## src/rtl/piso_reg.sv

```systemverilog
// Parallel-in serial-out register with load/ready handshake and back-to-back framing.
// Define PISO_PARITY_EN to append an even-parity bit after the data bits of each frame.
module piso_reg #(
  parameter int unsigned WIDTH     = 8,
  parameter int unsigned MSB_FIRST = 1
) (
  input  logic             clk,
  input  logic             reset,
  input  logic             load,
  input  logic [WIDTH-1:0] data_in,
  output logic             ready,
  output logic             serial_out,
  output logic             serial_valid,
  output logic             done
);

  localparam int unsigned     CntW       = (WIDTH > 1) ? $clog2(WIDTH) : 1;
  localparam logic [CntW-1:0] LastCnt    = CntW'(WIDTH - 1);
  localparam logic [CntW-1:0] PreLastCnt = CntW'(WIDTH - 2);

  typedef enum logic [1:0] {
    StIdle,
`ifdef PISO_PARITY_EN
    StParity,
`endif
    StShift
  } state_e;

  state_e           state_q;
  logic [WIDTH-1:0] sr_q;
  logic [WIDTH-1:0] sr_shifted;
  logic [CntW-1:0]  cnt_q;
  logic             valid_q;
  logic             done_q;
  logic             accept;
`ifdef PISO_PARITY_EN
  logic             par_q;
`endif

  // done_q marks the final cycle of a frame, which is also the back-to-back load window.
  assign ready        = (state_q == StIdle) || done_q;
  assign accept       = load && ready;
  assign serial_out   = (MSB_FIRST != 0) ? sr_q[WIDTH-1] : sr_q[0];
  assign serial_valid = valid_q;
  assign done         = done_q;

  always_comb begin
    sr_shifted = sr_q;
    if (MSB_FIRST != 0) begin
      sr_shifted = {sr_q[WIDTH-2:0], 1'b0};
    end else begin
      sr_shifted = {1'b0, sr_q[WIDTH-1:1]};
    end
  end

  always_ff @(posedge clk or negedge reset) begin
    if (!reset) begin
      state_q <= StIdle;
      sr_q    <= '0;
      cnt_q   <= '0;
      valid_q <= 1'b0;
      done_q  <= 1'b0;
`ifdef PISO_PARITY_EN
      par_q   <= 1'b0;
`endif
    end else if (accept) begin
      state_q <= StShift;
      sr_q    <= data_in;
      cnt_q   <= '0;
      valid_q <= 1'b1;
      done_q  <= 1'b0;
`ifdef PISO_PARITY_EN
      par_q   <= ^data_in;
`endif
    end else begin
      unique case (state_q)
        StShift: begin
          if (cnt_q == LastCnt) begin
`ifdef PISO_PARITY_EN
            // Replicated so the parity bit appears regardless of shift direction.
            state_q <= StParity;
            sr_q    <= {WIDTH{par_q}};
            done_q  <= 1'b1;
`else
            state_q <= StIdle;
            sr_q    <= '0;
            cnt_q   <= '0;
            valid_q <= 1'b0;
            done_q  <= 1'b0;
`endif
          end else begin
            cnt_q <= cnt_q + 1'b1;
            sr_q  <= sr_shifted;
`ifdef PISO_PARITY_EN
            done_q <= 1'b0;
`else
            done_q <= (cnt_q == PreLastCnt);
`endif
          end
        end
`ifdef PISO_PARITY_EN
        StParity: begin
          state_q <= StIdle;
          sr_q    <= '0;
          cnt_q   <= '0;
          valid_q <= 1'b0;
          done_q  <= 1'b0;
        end
`endif
        default: begin
          state_q <= StIdle;
          sr_q    <= '0;
          cnt_q   <= '0;
          valid_q <= 1'b0;
          done_q  <= 1'b0;
        end
      endcase
    end
  end

endmodule

```

## config.mk

```make
export PLATFORM = sky130hd
export DESIGN_NAME = piso_reg
export DESIGN_NICKNAME = d
export VERILOG_FILES = /design/src/rtl/piso_reg.sv
export SDC_FILE = /design/constraint.sdc
export NUM_CORES = 1
export LEC_CHECK = 0
export CAP_MARGIN = 5
export CORE_MARGIN = 2
export CORE_UTILIZATION = 35
export DETAILED_ROUTE_END_ITERATION = 16
export HOLD_SLACK_MARGIN = 0.05
export SYNTH_ARGS = -nofsm -noshare
export SYNTH_HDL_FRONTEND = slang
export SYNTH_SLANG_ARGS = --single-unit
```

## constraint.sdc

```tcl
create_clock -name clk -period 2.92 [get_ports clk]
set_clock_uncertainty 0.1 [all_clocks]
set_input_delay 0.73 -clock clk [delete_from_list [all_inputs] [get_ports clk]]
set_output_delay 0.73 -clock clk [all_outputs]
set_load 0.02 [all_outputs]
```

# Word-level counts from Yosys, hierarchy flattened
# Index checks and enable logic that the tools add are counted.
[classes]
muxes = 15
addsub = 1
eq_ne = 4
n_reduce_logical = 3
[op_table]
columns = ["op", "n"]
rows = [
  ["8-bit 2-to-1 mux", 3],
  ["3-bit 2-to-1 mux", 3],
  ["3-bit == test (second input constant)", 2],
  ["1-bit 2-to-1 mux", 6],
  ["2-bit 2-to-1 mux", 3],
  ["3-bit by 1-bit adder with 3-bit output (second input constant)", 1],
  ["3-bit != test (second input constant)", 1],
  ["2-bit by 1-bit == test with 1-bit output (second input constant)", 1],
  ["2-bit zero test", 1],
  ["1-bit logical AND", 1],
  ["1-bit logical OR", 1],
]
[word_totals]
ff_bits = 15
inputBits = 11

# Logic depth before layout (Yosys ltp)
[depth]
word_depth = 4
ltp_mapped = 4

# Worst setup path before layout
# No wires, ideal clock.
[synth_timing]
path_type = "reg2out"
from = "register done_q (netlist: done)"
to = "output port ready"
t_arrival_ps = 668
path_stages_with_launch = 2
setup_slack_ps = 1422
path_cell_list = "dfrtp_1 -> nand2b_4"
[synth_via]
elab_chain_cells = 1
[synth_rtl]
columns = ["item", "line", "text"]
rows = [
  ["start: declaration", "34", "logic done_q;"],
  ["start signal: assignment", "97", "done_q <= (cnt_q == PreLastCnt);"],
  ["1-bit logical OR", "41", "assign ready = (state_q == StIdle) || done_q;"],
  ["end: declaration", "11", "output logic ready,"],
]
# Every way passes these cells.

# Worst setup path in the final report
# Same ends and word-level chain as after synthesis.

==> run summary <==
total wire length after detailed routing = 870 microns
remaining design rule violation count = 0
worst vdd rail ir drop = 469 uV
Max Slew Vio Count = 0
highest clock rate = 445 MHz
net count after synthesis = 51
pin count of the biggest net entering global routing = 14
Worst Setup Path Type = register to output pin
die area = 1860 sq um
# resized after CTS = 0
count of final hold-check violations = 0
slew of the pin with the lowest slew margin = 0.552 ns
# hold bufs at CTS = 0
Slew Limit Headroom = 63.1%
GP Congestion = 0.686
CP max FO = 3
Syn Std Cell Area = 537 sq um
Critical Path Start Type = register
number of standard cells in the layout, taps in and fillers out = 70
HPWL reported at the end of detailed placement = 600 microns
layout cell share with drive strength beyond 1 = 13.0%
Gate Count Post-Synth = 37
Num CTS Buffers = 3
total of buffers placed on input and output ports = 14
1st-pass router iterations = 4
total negative slack = 0 ns
Die Span Y = 43.2 microns
latest clock arrival within the worst-skew pair = 0.27 ns
register area share after synthesis = 60.6%
n_diodes = 0
average cell area after synthesis = 14.5 sq um
worst min-delay path category = register to register
worst reg2reg path startpoint = cnt_q[0]
total routing resource utilization after global routing = 11.3%
H-tree depth reported by CTS = 1
post-route antenna net violation count = 0
endpoint type of the worst setup path = output pin
register clock-pin slew on the reported worst setup and hold paths = 0.08 ns
status = finished clean
post-synthesis to final-layout area growth = 32.6%
total global routing overflow = 0
Leakage Power = 0.347 nW
Clk Tree Root Cell = sky130_fd_sc_hd__clkbuf_4
number of global-route vias before repair = 352
via count normalized by instance count = 4.69
data arrival time of the worst path = 1.42 ns
wire length of the first global-routing pass = 1.50 mm
number of distinct library cells after synthesis = 12
launch instance of the worst min-delay path = sr_q[0]
area of the placeable core = 1470 sq um
post-route core utilization = 48.4%
maxcap violations = 0
number of placed instances with taps included = 66
num ports = 15
number of warnings reported in the yosys synthesis log = 0
Min Clock Period, post-route = 2.25 ns
TritonCTS clock tree = yes
Die Wd = 43.2 microns
number of flip-flops and latches in the synthesized netlist = 13
share of the clock period used by the worst path after layout = 77.0%
power density relative to cell area = 889 nW/um^2
Post-layout nets = 69
filler instances = 149
Starting DRT DRC Count = 2
CP required = 2.09 ns
first element of the critical path = done
initial core utilization = 36.5%
largest buffer count on any clock path = 2
initial antenna violation count = 0
final setup violation count = 0
Cell Rows = 14
setup repair bufs after CTS = 0
number of sinks on the clock net = 13
WHS = 0.368 ns
wire length per cell = 12.4 microns
RSZ-0062 raised after global routing = false
via count = 328
per-layer routing:
| layer | GRT usage, % | part of all wire [%] | vias up |
|---|---|---|---|
| li1 | - | - | 161 |
| met3 | 5.96 | 8.5 | 2 |
| met5 | 0 | 0 | - |
| met4 | 3.64 | 1.5 | 0 |
| met2 | 15.8 | 41 | 15 |
| met1 | 14.9 | 48 | 150 |
worst paths after layout:
kind / end / slack [ns] / cells after the start
min in group asynchronous: sr_q[6] / 0.71 / 1
worst min-delay path: sr_q[1] / 0.37 / 1
worst min register to register: sr_q[1] / 0.37 / 1
max in group asynchronous: done / 1.65 / 1
worst max register to register: done / 1.55 / 4
worst max-delay path: ready / 0.67 / 2
Yosys cell counts:
master                     count  area [sq um]
sky130_fd_sc_hd__inv_1         3          11.3
sky130_fd_sc_hd__a21o_1        1          7.51
sky130_fd_sc_hd__buf_6         1          11.3
sky130_fd_sc_hd__dfrtp_1      13           325
sky130_fd_sc_hd__a22o_1        7          61.3
sky130_fd_sc_hd__ha_1          3          37.5
sky130_fd_sc_hd__nor2_1        3          11.3
sky130_fd_sc_hd__a21bo_4       1          16.3
sky130_fd_sc_hd__and3_1        2          12.5
sky130_fd_sc_hd__nor2_8        1          20.0
sky130_fd_sc_hd__nand2b_4      1          13.8
sky130_fd_sc_hd__and2_4        1          8.76
critical path: stages (launching register included):
cell and delay, ns:
sky130_fd_sc_hd__dfrtp_1 0.40, sky130_fd_sc_hd__nand2b_4 0.15, sky130_fd_sc_hd__clkdlybuf4s50_1 0.60
state kept, by name, summed over array words and instances, names as in the netlist:
signal / cells
cnt_q: 3
done: 1
serial_valid: 1
sr_q: 8
cell usage in the layout (no fill, tap or decap):
master / Yosys / routed
sky130_fd_sc_hd__clkdlybuf4s50_1: 0 / 14
sky130_fd_sc_hd__dfrtp_1: 13 / 13
sky130_fd_sc_hd__a22o_1: 7 / 7
sky130_fd_sc_hd__nor2_1: 3 / 3
sky130_fd_sc_hd__inv_1: 3 / 3
sky130_fd_sc_hd__ha_1: 3 / 3
sky130_fd_sc_hd__clkbuf_4: 0 / 3
sky130_fd_sc_hd__and3_1: 2 / 2
sky130_fd_sc_hd__nand2b_4: 1 / 1
sky130_fd_sc_hd__a21bo_4: 1 / 1
sky130_fd_sc_hd__and2_4: 1 / 1
sky130_fd_sc_hd__nor2_8: 1 / 1
sky130_fd_sc_hd__a21o_1: 1 / 1
sky130_fd_sc_hd__clkbuf_1: 0 / 1
per-stage QoR:
stage	area [sq um]	worst slack [ns]	total power, mW
2_1_floorplan	537	1.42	0.451
3_3_place_gp	686	0.966	0.531
3_5_place_dp	686	0.984	0.530
4_1_cts	712	0.662	0.647
5_1_grt	712	0.604	0.685
6_report	712	0.671	0.633
power breakdown:
part	internal [mW]	switching [mW]
clock	0.0530	0.0574
combinational	0.131	0.115
sequential	0.244	0.0314
total	0.429	0.204
cell families (layout without fill, tap and decap cells):
family,count (synthesis),after routing,share of synthesized area (%)
flops,13,13,60.6
fa+ha+maj,3,3,6.99
compound gates,9,9,15.9
simple gates,8,8,12.4
buf+inv,4,21,4.20
area by class of cell:
class,instances,area [sq um],area share (%)
Clock buffer,4,26.3,3.69
Inverter,3,11.3,1.58
Multi-Input combinational cell,20,189,26.5
Sequential cell,13,325,45.7
Tap cell,16,20.0,2.81
Timing Repair Buffer,14,140,19.7
(Power assumes the default switching activity.)
